### config.mk
export PLATFORM = sky130hd
export DESIGN_NAME = rv_cluster_mem_arbiter_flat
export DESIGN_NICKNAME = d
export VERILOG_FILES = /design/src/rtl/rv_cluster_mem_arbiter_if.sv /design/src/rtl/rv_cluster_mem_arbiter.sv /design/src/flat_wrapper.sv
export SDC_FILE = /design/constraint.sdc
export NUM_CORES = 1
export LEC_CHECK = 0
export ABC_AREA = 1
export CAP_MARGIN = 40
export CORE_ASPECT_RATIO = 1.2
export CORE_MARGIN = 2
export CORE_UTILIZATION = 44
export CTS_CLUSTER_DIAMETER = 30
export CTS_CLUSTER_SIZE = 40
export DETAILED_ROUTE_END_ITERATION = 12
export PLACE_DENSITY = 0.87
export SKIP_LAST_GASP = 1
export SYNTH_ARGS = -nofsm -noshare
export SYNTH_HDL_FRONTEND = slang
export SYNTH_SLANG_ARGS = --single-unit
### constraint.sdc
create_clock -name CLK -period 2.8 [get_ports CLK]
set_input_delay 0.28 -clock CLK [delete_from_list [all_inputs] [get_ports CLK]]
set_output_delay 0.28 -clock CLK [all_outputs]
set_load 0.1 [all_outputs]
### src/rtl/rv_cluster_mem_arbiter_if.sv
// rv_cluster_mem_arbiter_if: per-core request bus and shared memory port of the cluster arbiter
interface rv_cluster_mem_arbiter_if #(
  parameter int NCORES = 2,
  parameter int AW = 32,
  parameter int DW = 32,
  parameter int CW = 3
);
  logic                 w_stall;
  logic [NCORES-1:0]    w_req;
  logic [NCORES*AW-1:0] w_addr;
  logic [NCORES*DW-1:0] w_wdata;
  logic [NCORES-1:0]    w_we;
  logic [NCORES*CW-1:0] w_ctrl;
  logic                 w_mem_ack;
  logic [DW-1:0]        w_mem_rdata;
  logic                 r_mem_req;
  logic [AW-1:0]        r_mem_addr;
  logic [DW-1:0]        r_mem_wdata;
  logic                 r_mem_we;
  logic [CW-1:0]        r_mem_ctrl;
  logic [NCORES-1:0]    r_grant;
  logic [NCORES-1:0]    r_done;
  logic [DW-1:0]        r_rdata;
  logic                 r_busy;
  modport slave (
    input  w_stall, w_req, w_addr, w_wdata, w_we, w_ctrl, w_mem_ack, w_mem_rdata,
    output r_mem_req, r_mem_addr, r_mem_wdata, r_mem_we, r_mem_ctrl, r_grant, r_done, r_rdata, r_busy
  );
  modport master (
    output w_stall, w_req, w_addr, w_wdata, w_we, w_ctrl, w_mem_ack, w_mem_rdata,
    input  r_mem_req, r_mem_addr, r_mem_wdata, r_mem_we, r_mem_ctrl, r_grant, r_done, r_rdata, r_busy
  );
endinterface

### src/rtl/rv_cluster_mem_arbiter.sv
// rv_cluster_mem_arbiter: round-robin arbiter serialising per-core memory requests onto one port
module rv_cluster_mem_arbiter #(
  parameter int NCORES = 2,
  parameter int AW = 32,
  parameter int DW = 32,
  parameter int CW = 3
) (
  input logic CLK,
  input logic RST_X,
  rv_cluster_mem_arbiter_if.slave bus
);
  localparam int PW = NCORES > 1 ? $clog2(NCORES) : 1;
  typedef enum logic [1:0] {IDLE, WAIT, DONE} state_t;
  state_t st, nxt;
  logic [PW-1:0] ptr, gidx, pick, ptr_nxt;
  logic [NCORES-1:0] pick_oh;
  logic pick_vld, ack_ok, issue, fin;
  logic [AW-1:0] sel_addr;
  logic [DW-1:0] sel_wdata;
  logic sel_we;
  logic [CW-1:0] sel_ctrl;
  function automatic logic [PW-1:0] wrap(input int v);
    return PW'(v % NCORES);
  endfunction
  // lowest rotation distance from the pointer wins, so scan from the far end down
  always_comb begin
    pick_vld = 1'b0;
    pick = '0;
    pick_oh = '0;
    for (int k = NCORES - 1; k >= 0; k--)
      if (bus.w_req[wrap(int'(ptr) + k)]) begin
        pick_vld = 1'b1;
        pick = wrap(int'(ptr) + k);
      end
    pick_oh[pick] = pick_vld;
  end
  always_comb begin
    sel_addr = '0;
    sel_wdata = '0;
    sel_we = 1'b0;
    sel_ctrl = '0;
    for (int i = 0; i < NCORES; i++)
      if (pick == PW'(i)) begin
        sel_addr = bus.w_addr[i*AW +: AW];
        sel_wdata = bus.w_wdata[i*DW +: DW];
        sel_we = bus.w_we[i];
        sel_ctrl = bus.w_ctrl[i*CW +: CW];
      end
  end
  // the issue cycle itself still shows r_mem_req, so an ack there is too early
  assign ack_ok = bus.w_mem_ack && !bus.r_mem_req;
  assign issue = st == IDLE && pick_vld;
  assign fin = st == WAIT && ack_ok;
  assign ptr_nxt = gidx == PW'(NCORES - 1) ? '0 : gidx + 1'b1;
  assign bus.r_busy = st != IDLE;
  always_comb nxt = st == IDLE ? (pick_vld ? WAIT : IDLE) : st == WAIT ? (ack_ok ? DONE : WAIT) : IDLE;
  always_ff @(posedge CLK or negedge RST_X)
    if (!RST_X) st <= IDLE;
    else if (!bus.w_stall) st <= nxt;
  always_ff @(posedge CLK or negedge RST_X)
    if (!RST_X) begin
      ptr <= '0;
      gidx <= '0;
      bus.r_mem_req <= 1'b0;
      bus.r_mem_addr <= '0;
      bus.r_mem_wdata <= '0;
      bus.r_mem_we <= 1'b0;
      bus.r_mem_ctrl <= '0;
      bus.r_grant <= '0;
      bus.r_done <= '0;
      bus.r_rdata <= '0;
    end else if (!bus.w_stall) begin
      bus.r_mem_req <= issue;
      bus.r_done <= fin ? bus.r_grant : '0;
      if (issue) begin
        gidx <= pick;
        bus.r_grant <= pick_oh;
        bus.r_mem_addr <= sel_addr;
        bus.r_mem_wdata <= sel_wdata;
        bus.r_mem_we <= sel_we;
        bus.r_mem_ctrl <= sel_ctrl;
      end
      if (fin) bus.r_rdata <= bus.w_mem_rdata;
      if (st == DONE) begin
        bus.r_grant <= '0;
        ptr <= ptr_nxt;
      end
    end
endmodule

### src/flat_wrapper.sv
// flat-port wrapper written by rule: the top's interface ports become plain ports
module rv_cluster_mem_arbiter_flat 
#(
  parameter int NCORES = 2,
  parameter int AW = 32,
  parameter int DW = 32,
  parameter int CW = 3
)
  (CLK, RST_X, bus_w_stall, bus_w_req, bus_w_addr, bus_w_wdata, bus_w_we, bus_w_ctrl, bus_w_mem_ack, bus_w_mem_rdata, bus_r_mem_req, bus_r_mem_addr, bus_r_mem_wdata, bus_r_mem_we, bus_r_mem_ctrl, bus_r_grant, bus_r_done, bus_r_rdata, bus_r_busy);
  rv_cluster_mem_arbiter_if #(.NCORES(NCORES), .AW(AW), .DW(DW), .CW(CW)) bus_i ();
  input logic CLK;
  input logic RST_X;
  input wire logic [$bits(bus_i.w_stall)-1:0] bus_w_stall;
  input wire logic [$bits(bus_i.w_req)-1:0] bus_w_req;
  input wire logic [$bits(bus_i.w_addr)-1:0] bus_w_addr;
  input wire logic [$bits(bus_i.w_wdata)-1:0] bus_w_wdata;
  input wire logic [$bits(bus_i.w_we)-1:0] bus_w_we;
  input wire logic [$bits(bus_i.w_ctrl)-1:0] bus_w_ctrl;
  input wire logic [$bits(bus_i.w_mem_ack)-1:0] bus_w_mem_ack;
  input wire logic [$bits(bus_i.w_mem_rdata)-1:0] bus_w_mem_rdata;
  output wire logic [$bits(bus_i.r_mem_req)-1:0] bus_r_mem_req;
  output wire logic [$bits(bus_i.r_mem_addr)-1:0] bus_r_mem_addr;
  output wire logic [$bits(bus_i.r_mem_wdata)-1:0] bus_r_mem_wdata;
  output wire logic [$bits(bus_i.r_mem_we)-1:0] bus_r_mem_we;
  output wire logic [$bits(bus_i.r_mem_ctrl)-1:0] bus_r_mem_ctrl;
  output wire logic [$bits(bus_i.r_grant)-1:0] bus_r_grant;
  output wire logic [$bits(bus_i.r_done)-1:0] bus_r_done;
  output wire logic [$bits(bus_i.r_rdata)-1:0] bus_r_rdata;
  output wire logic [$bits(bus_i.r_busy)-1:0] bus_r_busy;
  assign bus_i.w_stall = bus_w_stall;
  assign bus_i.w_req = bus_w_req;
  assign bus_i.w_addr = bus_w_addr;
  assign bus_i.w_wdata = bus_w_wdata;
  assign bus_i.w_we = bus_w_we;
  assign bus_i.w_ctrl = bus_w_ctrl;
  assign bus_i.w_mem_ack = bus_w_mem_ack;
  assign bus_i.w_mem_rdata = bus_w_mem_rdata;
  assign bus_r_mem_req = bus_i.r_mem_req;
  assign bus_r_mem_addr = bus_i.r_mem_addr;
  assign bus_r_mem_wdata = bus_i.r_mem_wdata;
  assign bus_r_mem_we = bus_i.r_mem_we;
  assign bus_r_mem_ctrl = bus_i.r_mem_ctrl;
  assign bus_r_grant = bus_i.r_grant;
  assign bus_r_done = bus_i.r_done;
  assign bus_r_rdata = bus_i.r_rdata;
  assign bus_r_busy = bus_i.r_busy;
  rv_cluster_mem_arbiter #(.NCORES(NCORES), .AW(AW), .DW(DW), .CW(CW)) u_core (.CLK(CLK), .RST_X(RST_X), .bus(bus_i));
endmodule
==> flow_summary_export.csv <==
group,metric,value,unit
yosys,synth.distinct_cells,14,
clock_tree,cts_setup_buffers,0,
yosys,synth_area_leader_cell,"dfrtp_1",
global_routing,grt-ovfl-total,0,
timing,finClkSkew,0.0106,ns
setup_path,crit_chain,"nor2_1 -> nand2_1 -> nor2_4 -> buf_4 -> nand3_1 -> nand2_1",
timing,finalCritPeriodShare,59.4,%
timing,fin_ws,1.14,ns
yosys,synthTopCellsByCount,"251 x nand2_1, 180 x inv_1, 141 x nand3_1",
clock_tree,cts_buffers,9,
place,gp_congestion,0.821,
timing,rsz0062_at_grt,"no",
yosys,syn_avg_cell_area,7.16,um^2
yosys,synth_enable_flop_cells,0,
yosys,synth_most_common_cell,"nand2_1",
die,die_area,13500,um^2
job,cap_violations,0,
global_routing,first_global_vias,5592,
setup_path,cp_max_fo,48,
timing,fmax,0.602,GHz
min_path,hold_path.class,"input pin to async pin",
yosys,synth_fp_nets,946,
yosys,synth_top_cell_area_share,49.4,%
detailed_routing,drtIter0Drc,392,
clock_tree,clk_pin_slew_worst_paths,0.07,ns
global_routing,track_usage,24.7,%
detailed_routing,drc,0,
setup_path,slowest_delay,0.43,ns
setup_path,worstSetupStartpointType,"register",
timing,tns,0,ns
place,dp_slack,0.868,ns
clock_tree,insertion_delay,0.34,ns
cells_and_area,num_antenna_cells,0,
timing,finalHoldViolations,0,
setup_path,path_delay_family,"simple AND/OR/NAND/NOR gates",
detailed_routing,vias,5647,
place,numPortBuffers,279,
timing,timing.final.crit_period,1.66,ns
cells_and_area,area_growth,53.0,%
setup_path,worst-setup-path-type,"register to register",
clock_tree,cts_htree_levels,3,
yosys,syn_area,5520,um^2
yosys,ys.warnings.count,0,
place,dp_hpwl,11.8,mm
cells_and_area,fin_nets,1201,
yosys,ys.flop_type,"dfrtp_1",
setup_path,worst_ep_arrival_time,1.93,ns
detailed_routing,drt-wirelength-per-cell,13.8,um
setup_path,required,3.07,ns
timing,drv_slew,0,
setup_path,cp_num_buf_inv,1,
yosys,seq_area_frac_synth,49.4,%
clock_tree,cts_buffer_depth,2,
global_routing,grt_pass1_wl,26.7,mm
die,start_util,45.4,%
timing,maxSlewHeadroom,51.6,%
clock_tree,cts_sinks,109,
die,chipHeight,127,um
yosys,yosys-top-cells-area,"dfrtp_1 49%, nand2_1 17%, nand3_1 13%, inv_1 12%, o21ai_0 3.4%",
timing,worst_slew_pin_slew,0.726,ns
timing,setup_viol,0,
yosys,async_reset_ff_share,100,%
die,coreArea,12200,um^2
global_routing,grt_max_degree,72,
die,die_w,106,um
setup_path,cp_common_cell,"nand2_1",
detailed_routing,ant_nets,0,
global_routing,antenna_found_initial,0,
yosys,synth_cells,772,
detailed_routing,vias_per_cell,4.73,
yosys,synth-seq-cells,109,
setup_path,cp_slowest_cell,"dfrtp_1",
detailed_routing,wirelength,16.5,mm
run_status,outcome,"finished, final reports clean",
clock_tree,cts_tree,"built",
die,boundaryPins,280,
cells_and_area,fill_cells,1013,
clock_tree,root_buffer,"clkbuf_16",
setup_path,end_kind,"register",
detailed_routing,drtPass1Iterations,4,
cells_and_area,layout-drive-gt1-share,13.5,%
die,num_rows,44,
==> placed cells by master (no fill, tap or decap), drive strengths merged <==
cell	instances
clkinv	5
nand2	253
buf	116
o21ai	38
a21oi	2
nand3	141
bufinv	2
clkdlybuf4s50	171
dfrtp	109
clkbuf	9
nor2	3
inv	182
dlygate4sd3	1
==> stage by stage <==
step           hold slack [ns]  cells  cell area (um^2)  utilization [%]
2_1_floorplan          -0.0156    772              5520                -
3_3_place_gp             0.313   1176              8120             66.7
3_5_place_dp             0.313   1176              8120             66.7
4_1_cts                  0.480   1193              8450             69.5
5_1_grt                  0.490   1193              8450             69.5
6_report                 0.466   1193              8450             69.5
==> what timing repair did <==
item,in CTS,in global routing
resized for setup,0,0
hold buffers,1,0
endpoints found under the hold margin,43,0
==> worst paths after layout <==
path / from / endpoint / slack, ns / cells past startpoint
worst max-delay path: u_core.st[1] / u_core.bus.r_mem_wdata[10] / 1.14 / 6
worst min-delay path: RST_X / u_core.bus.r_mem_wdata[9] / 0.47 / 2
worst max register to register: u_core.st[1] / u_core.bus.r_mem_wdata[10] / 1.14 / 6
worst min register to register: u_core.gidx / u_core.ptr / 0.47 / 1
max in group asynchronous: RST_X / u_core.bus.r_mem_addr[23] / 1.59 / 3
min in group CLK: u_core.gidx / u_core.ptr / 0.47 / 1
==> worst reg2reg max path: stages, from the launching register on <==
cell	delay, ns
dfrtp_1	0.43
nor2_1	0.23
nand2_1	0.13
nor2_4	0.11
buf_4	0.42
nand3_1	0.19
nand2_1	0.11
==> kinds of logic (layout without fill, tap and decap cells) <==
logic type             Yosys count  in the layout  synth area share [%]
DFF                            109            109                  49.4
and+or+nand+nor                397            397                  30.4
buffers and inverters          226            486                  16.6
AOI/OAI and AO/OA               40             40                  3.62
==> layout make-up <==
cell class | count | area (um^2) | area share, %
Clock buffer | 9 | 225 | 2.66
Clock inverter | 7 | 100 | 1.18
Inverter | 182 | 683 | 8.08
Multi-Input combinational cell | 437 | 1890 | 22.3
Sequential cell | 109 | 2730 | 32.3
Tap cell | 161 | 201 | 2.38
Timing Repair Buffer | 288 | 2630 | 31.1
==> registers in the layout, indices dropped and copies added, names as in the netlist <==
name                    count
u_core.gidx                 1
u_core.bus.r_rdata         32
u_core.bus.r_mem_wdata     32
u_core.bus.r_grant          2
u_core.st                   2
u_core.bus.r_mem_ctrl       3
u_core.ptr                  1
u_core.bus.r_mem_we         1
u_core.bus.r_done           2
u_core.bus.r_mem_addr      32
u_core.bus.r_mem_req        1
==> per-layer routing <==
metal | wire length [um] | GRT usage [%]
met3 | 1340 | 5.65
met4 | 584 | 11.1
met5 | 0 | 0
met2 | 8220 | 43.3
met1 | 6320 | 28.7
Power is not shown: default switching activity piles up to over one toggle a cycle in this logic, so the estimate is an artifact.
